<file path="src/rtl/vend_pkg.sv">
// Shared types and constants for the vending controller: FSM states, coin values, price table.
package vend_pkg;

    typedef enum logic [1:0] {
        IDLE    = 2'd0,
        COLLECT = 2'd1,
        VEND    = 2'd2,
        CHANGE  = 2'd3
    } state_e;

    localparam int unsigned COIN_W  = 3;
    localparam int unsigned PRICE_W = 3;
    localparam int unsigned ID_W    = 2;

    localparam logic [COIN_W-1:0] COIN_N_VAL = 3'd1;
    localparam logic [COIN_W-1:0] COIN_D_VAL = 3'd2;
    localparam logic [COIN_W-1:0] COIN_Q_VAL = 3'd5;

    // Product price in nickels.
    function automatic logic [PRICE_W-1:0] price_of(input logic [ID_W-1:0] id);
        logic [PRICE_W-1:0] p;
        case (id)
            2'd0:    p = 3'd3;
            2'd1:    p = 3'd4;
            2'd2:    p = 3'd5;
            default: p = 3'd7;
        endcase
        return p;
    endfunction

endpackage

</file>
<file path="src/rtl/vend_timeout_timer.sv">
// Inactivity counter for the COLLECT state; last_o flags that TIMEOUT_CYC-1 idle cycles have elapsed,
// so one more idle cycle completes the timeout. Only built with VEND_TIMEOUT_EN.
module vend_timeout_timer #(
    parameter int unsigned TIMEOUT_CYC = 1000
) (
    input  logic clk,
    input  logic reset,
    input  logic run_i,
    input  logic reload_i,
    output logic last_o
);

    localparam int unsigned CNT_W = (TIMEOUT_CYC > 2) ? $clog2(TIMEOUT_CYC) : 1;
    localparam logic [CNT_W-1:0] CNT_LAST = CNT_W'(TIMEOUT_CYC - 1);

    logic [CNT_W-1:0] cnt_q, cnt_d;
    logic             last_q;

    // Count idle cycles while running; saturate at the last value.
    always_comb begin
        cnt_d = cnt_q;
        if (!run_i || reload_i) begin
            cnt_d = '0;
        end else if (cnt_q != CNT_LAST) begin
            cnt_d = cnt_q + CNT_W'(1);
        end
    end

    always_ff @(posedge clk or posedge reset) begin
        if (reset) begin
            cnt_q  <= '0;
            last_q <= 1'b0;
        end else begin
            cnt_q  <= cnt_d;
            last_q <= (cnt_d == CNT_LAST);
        end
    end

    assign last_o = last_q;

endmodule

</file>
<file path="src/rtl/vend_ctrl.sv">
// Vending machine controller: coin collection, product dispense and nickel-by-nickel change.
// Optional inactivity auto-refund in COLLECT is enabled by defining VEND_TIMEOUT_EN.
module vend_ctrl
    import vend_pkg::*;
#(
    parameter int unsigned CREDIT_W    = 5,
    parameter int unsigned TIMEOUT_CYC = 1000
) (
    input  logic                clk,
    input  logic                reset,
    input  logic                coin_n,
    input  logic                coin_d,
    input  logic                coin_q,
    input  logic                sel_valid,
    input  logic [ID_W-1:0]     sel_id,
    input  logic                coin_return,
    output logic                dispense_req,
    output logic [ID_W-1:0]     dispense_id,
    input  logic                dispense_ack,
    output logic                change_req,
    input  logic                change_ack,
    output logic [CREDIT_W-1:0] credit,
    output logic                busy,
    output logic                coin_reject,
    output logic                insufficient
);

    localparam int unsigned SUM_W = CREDIT_W + 1;

    state_e              state_q, state_d;
    logic [CREDIT_W-1:0] credit_q, credit_d;
    logic [ID_W-1:0]     disp_id_q, disp_id_d;
    logic                disp_req_q, chg_req_q, busy_q, reject_q, insuff_q;
    logic                insuff_d;

    logic                coin_any_c, coin_extra_c, coin_ok_c, reject_c, timeout_c;
    logic [COIN_W-1:0]   coin_val_c;
    logic [SUM_W-1:0]    sum_c;

    // Coin priority q > d > n; lower-priority simultaneous coins are rejected.
    always_comb begin
        coin_val_c   = '0;
        coin_extra_c = 1'b0;
        if (coin_q) begin
            coin_val_c   = COIN_Q_VAL;
            coin_extra_c = coin_d | coin_n;
        end else if (coin_d) begin
            coin_val_c   = COIN_D_VAL;
            coin_extra_c = coin_n;
        end else if (coin_n) begin
            coin_val_c   = COIN_N_VAL;
        end
    end

    assign coin_any_c = coin_n | coin_d | coin_q;
    assign sum_c      = {1'b0, credit_q} + SUM_W'(coin_val_c);
    assign coin_ok_c  = coin_any_c && !sum_c[CREDIT_W]
                        && ((state_q == IDLE) || (state_q == COLLECT));
    assign reject_c   = coin_extra_c || (coin_any_c && !coin_ok_c);

`ifdef VEND_TIMEOUT_EN
    logic tmo_last;

    vend_timeout_timer #(
        .TIMEOUT_CYC(TIMEOUT_CYC)
    ) u_timeout (
        .clk      (clk),
        .reset    (reset),
        .run_i    (state_q == COLLECT),
        .reload_i (coin_any_c || sel_valid),
        .last_o   (tmo_last)
    );

    assign timeout_c = (state_q == COLLECT) && !coin_any_c && !sel_valid && tmo_last;
`else
    logic unused_timeout_cfg;
    assign unused_timeout_cfg = ^TIMEOUT_CYC;
    assign timeout_c          = 1'b0;
`endif

    // Next-state and credit update.
    always_comb begin
        state_d   = state_q;
        credit_d  = credit_q;
        disp_id_d = disp_id_q;
        insuff_d  = 1'b0;

        if (coin_ok_c) begin
            credit_d = sum_c[CREDIT_W-1:0];
        end

        case (state_q)
            IDLE: begin
                if (coin_ok_c) begin
                    state_d = COLLECT;
                end
            end
            COLLECT: begin
                // Selection is judged on credit before any same-cycle coin.
                if (coin_return) begin
                    state_d = CHANGE;
                end else if (sel_valid) begin
                    if (credit_q >= CREDIT_W'(price_of(sel_id))) begin
                        state_d   = VEND;
                        disp_id_d = sel_id;
                    end else begin
                        insuff_d = 1'b1;
                    end
                end else if (timeout_c) begin
                    state_d = CHANGE;
                end
            end
            VEND: begin
                if (dispense_ack) begin
                    credit_d = credit_q - CREDIT_W'(price_of(disp_id_q));
                    state_d  = (credit_d != '0) ? CHANGE : IDLE;
                end
            end
            CHANGE: begin
                if (credit_q == '0) begin
                    state_d = IDLE;
                end else if (change_ack) begin
                    credit_d = credit_q - CREDIT_W'(1);
                    if (credit_d == '0) begin
                        state_d = IDLE;
                    end
                end
            end
            default: state_d = IDLE;
        endcase
    end

    // Outputs are registered from next-state values so they align with the state register.
    always_ff @(posedge clk or posedge reset) begin
        if (reset) begin
            state_q    <= IDLE;
            credit_q   <= '0;
            disp_id_q  <= '0;
            disp_req_q <= 1'b0;
            chg_req_q  <= 1'b0;
            busy_q     <= 1'b0;
            reject_q   <= 1'b0;
            insuff_q   <= 1'b0;
        end else begin
            state_q    <= state_d;
            credit_q   <= credit_d;
            disp_id_q  <= disp_id_d;
            disp_req_q <= (state_d == VEND);
            chg_req_q  <= (state_d == CHANGE);
            busy_q     <= (state_d == VEND) || (state_d == CHANGE);
            reject_q   <= reject_c;
            insuff_q   <= insuff_d;
        end
    end

    assign credit       = credit_q;
    assign dispense_id  = disp_id_q;
    assign dispense_req = disp_req_q;
    assign change_req   = chg_req_q;
    assign busy         = busy_q;
    assign coin_reject  = reject_q;
    assign insufficient = insuff_q;

endmodule

</file>
<file path="config.mk">
export PLATFORM = sky130hd
export DESIGN_NAME = vend_ctrl
export DESIGN_NICKNAME = d
export VERILOG_FILES = /design/src/rtl/vend_pkg.sv /design/src/rtl/vend_timeout_timer.sv /design/src/rtl/vend_ctrl.sv
export SDC_FILE = /design/constraint.sdc
export NUM_CORES = 1
export LEC_CHECK = 0
export ABC_AREA = 1
export CAP_MARGIN = 20
export CORE_MARGIN = 3
export CORE_UTILIZATION = 59
export CTS_CLUSTER_SIZE = 14
export DETAILED_ROUTE_END_ITERATION = 10
export GPL_TIMING_DRIVEN = 0
export HOLD_SLACK_MARGIN = 0.12
export PLACE_DENSITY_LB_ADDON = 0.05
export SYNTH_ARGS = -nofsm -noshare
export SYNTH_HDL_FRONTEND = slang
export SYNTH_SLANG_ARGS = --single-unit
</file>
<file path="constraint.sdc">
create_clock -name clk -period 5.7 [get_ports clk]
set_clock_uncertainty 0.05 [all_clocks]
set_input_delay 1.14 -clock clk [delete_from_list [all_inputs] [get_ports clk]]
set_output_delay 1.14 -clock clk [all_outputs]
set_load 0.02 [all_outputs]
</file>
==> results summary <==
The floorplan die height came out at 56.8 um. The biggest area contributor in the post-synthesis netlist is sky130_fd_sc_hd__dfrtp_1. For this run, design rule violations remaining after detail routing come to 0. Entering global routing, the biggest net connects 14 pins. The maximum clock frequency is 331 MHz. In the routed layout, each cell is associated on average with a via count of 5.23.

The detailed router placed 1,463 vias in this run. The most common cell in the netlist is sky130_fd_sc_hd__nand2_1. The number of buffers created by CTS is 3. The TritonCTS clock tree is done.

The fraction of the cycle the final worst path needs is 0.530. The root buffer selected by CTS is sky130_fd_sc_hd__clkbuf_4. The leakage power total is 0.000980 uW. The post-layout instance area came out at 1790 sq um. The commonest cells after synthesis are sky130_fd_sc_hd__nand2_1, sky130_fd_sc_hd__inv_1, sky130_fd_sc_hd__nand3_1. After synthesis, the netlist uses 29 different library cells. The placed standard-cell area came out at 1770 sq um.

The first-iteration detailed-routing DRC count is 75. The fraction of registers with async set/reset is 1.00. The via count of the first global-routing pass is 1,456. Dividing the synthesized area by the synthesized cell count gives 6.71 sq um. Hold repair after CTS inserted 0 buffers.

The number of enable flip-flop cells after synthesis is 0. By area the synthesized netlist is led by sky130_fd_sc_hd__dfrtp_1, sky130_fd_sc_hd__nand2_1, sky130_fd_sc_hd__ha_1. The total of endpoints with negative setup slack in the final report is 0. Wires add up to 3440 um. The cell count after placement is 276. The first-pass GRT wire length came out at 6100 um. The number of nets with antenna violations after routing is 0. The fraction of synthesized cell area taken by the top area cell type came out at 0.214. Adding up every negative setup slack in the final design gives 0 ns. Row generation in the floorplan step produced 17 rows. The sequential element share of the synthesized area came out at 0.214. Of all nets on the critical path, the largest fanout is 3.

The clock sink count is 13. The synthesized instance count is 227. The count of buffers inserted at the top-level ports is 21.

For this configuration, the core starts out at a cell density of 0.657. The count of final hold-check violations was 0. The count of pins over their slew limit was 0. The post-CTS repair timing setup buffer count came out at 0. Setup repair after global routing left no endpoint under its margin. Pin placement for this block handled 23 I/O pins. Setup slack on the critical path of the routed design comes to 2.68 ns. IR analysis of the VDD net gives a maximum drop of 0.429 mV. The kind of capture point of the worst setup path is a register. The die width is 56.8 um.

The launching point of the worst reg2reg path is credit[0]$_DFF_PP0_. The clock latency on the worst-skew pair came out at 0.29 ns. The post-cts resize count came out at 0. By startpoint and endpoint, the worst setup path is classified as in -> reg. The path class of the tightest hold or removal check is reg -> reg.

At the placement stage, the worst setup path has a slack of 2.36 ns. The average wire length per cell after detail routing came out at 12.3 um. The number of non-filler instances in the completed layout is 280. The number of levels in the clock H-tree came out at 1. The register bit count reported by yosys is 13. The clock-pin slew on the worst setup and hold paths came out at 0.10 ns.

The Yosys step of the flow raised 0 warnings. From synthesis to final layout, the design area changed by 17.8%. After layout, the minimum clock period comes to 3.02 ns. The max-cap check violation count is 0. The run finished with clean final reports. The initial antenna violation count came out at 0. The overall global routing resource usage is 0.235. The proportion of layout cells with a drive suffix above 1 came out at 0.127.

In the synthesized netlist the dominant register cell turns out to be sky130_fd_sc_hd__dfrtp_1. The critical path starts at coin_d. The congestion estimate from routability-driven global placement came to 0.888. The number of iterations in the first detailed-routing pass came out at 4. The worst slew margin relative to its limit is 0.623. The launching element type of the critical path is a primary input. After floorplanning, the core was sized to cover 2320 sq um. The detailed placement HPWL came out at 2680 um. The total inserted antenna cells came out at 0. The total global routing overflow came out at 0. The data arrival time at the worst-slack endpoint is 3.16 ns. In this run the most critical hold path is launched from dispense_id[1]$_DFFE_PP0P_.

For the pin with the worst max-slew slack, the measured transition is 0.565 ns. The total die area is 3230 sq um. After synthesis the cells add up to 1520 sq um.

The total number of nets in the final design came out at 281. No sink is reached through more buffers than the 2 on the longest clock path. The power density over cell area came out at 635 nW/um^2. The required arrival time at the worst endpoint came out at 5.83 ns. When the netlist entered floorplanning its net count stood at 255.
## path summary, 6_finish.rpt
path	end	slack, ns	cells past startpoint
hold reg to reg	dispense_id[1]$_DFFE_PP0P_	0.49	2
setup reg to reg	change_req$_DFF_PP0_	3.44	12
setup / recovery	credit[4]$_DFF_PP0_	2.68	15
hold / removal	dispense_id[1]$_DFFE_PP0P_	0.49	2
max in group asynchronous	insufficient$_DFF_PP0_	4.08	2
min in group asynchronous	dispense_id[1]$_DFFE_PP0P_	1.14	2
## cell type report
cell class	count	area (sq um)
repair buffers	21	210
inverters	37	141
plain buffers	4	41.3
fillers	178	524
flip-flops and latches	13	325
multi-input cells	173	1010
well taps	28	35.0
clock buffers	4	26.3
## flip-flops by register name (all words and copies together) (netlist names)
register,flops
coin_reject,1
credit,5
dispense_req,1
insufficient,1
change_req,1
state_q,2
dispense_id,2
## critical path: stages
cell and delay [ns]:
sky130_fd_sc_hd__clkdlybuf4s50_1 0.45, sky130_fd_sc_hd__inv_1 0.06, sky130_fd_sc_hd__nor2_1 0.21, sky130_fd_sc_hd__nor2_1 0.07, sky130_fd_sc_hd__ha_1 0.21, sky130_fd_sc_hd__fa_1 0.40, sky130_fd_sc_hd__a21o_1 0.18, sky130_fd_sc_hd__nand2_1 0.06
sky130_fd_sc_hd__nand2_1 0.04, sky130_fd_sc_hd__nand2_1 0.05, sky130_fd_sc_hd__nand2_1 0.05, sky130_fd_sc_hd__nand2_1 0.08, sky130_fd_sc_hd__nand2_1 0.05, sky130_fd_sc_hd__nand2_1 0.05, sky130_fd_sc_hd__nand2_1 0.05
## through the flow
stage / utilization / power (uW) / hold WS (ns)
after floorplan: - / 844 / 0.510
after global placement: 0.763 / 1040 / 0.446
after detailed placement: 0.763 / 1060 / 0.474
after CTS: 0.774 / 1130 / 0.501
after global routing: 0.774 / 1270 / 0.575
final: 0.774 / 1140 / 0.491
## cell families after synthesis
group           synth area share
buf+inv                    0.120
xor+xnor                  0.0115
fa+ha+maj                  0.150
compound gates            0.0666
flops                      0.214
simple gates               0.439
## per-layer routing
layer / GRT usage / vias up / part of all wire
met3: 0.0276 / 5 / 0.052
met1: 0.302 / 644 / 0.45
met5: 0 / - / 0
met4: 0.0662 / 0 / 0.011
li1: - / 766 / -
met2: 0.413 / 48 / 0.49
## placed cells by master (no fill, tap or decap), types with 3 or more instances in the layout
cell type                         netlist  layout
sky130_fd_sc_hd__dfrtp_1               13      13
sky130_fd_sc_hd__nand3_1               22      22
sky130_fd_sc_hd__buf_6                  3       3
sky130_fd_sc_hd__nand2_1               76      76
sky130_fd_sc_hd__inv_2                  3       3
sky130_fd_sc_hd__nand3_2                4       4
sky130_fd_sc_hd__nand2_2                8       8
sky130_fd_sc_hd__a21oi_1                6       6
sky130_fd_sc_hd__inv_1                 32      32
sky130_fd_sc_hd__nor2_4                 3       3
sky130_fd_sc_hd__nor2_1                17      17
sky130_fd_sc_hd__o21ai_0                4       4
sky130_fd_sc_hd__ha_1                  15      15
sky130_fd_sc_hd__clkdlybuf4s50_1        0      21
sky130_fd_sc_hd__clkbuf_4               0       3
## where the power goes
group | total (uW) | leakage, uW | internal (uW) | switching, uW
clock network | 64.1 | 0.0000150 | 27.2 | 36.9
registers | 196 | 0.000157 | 135 | 60.1
logic | 880 | 0.000808 | 347 | 533
Note: power is estimated with default switching activity, not from simulation.
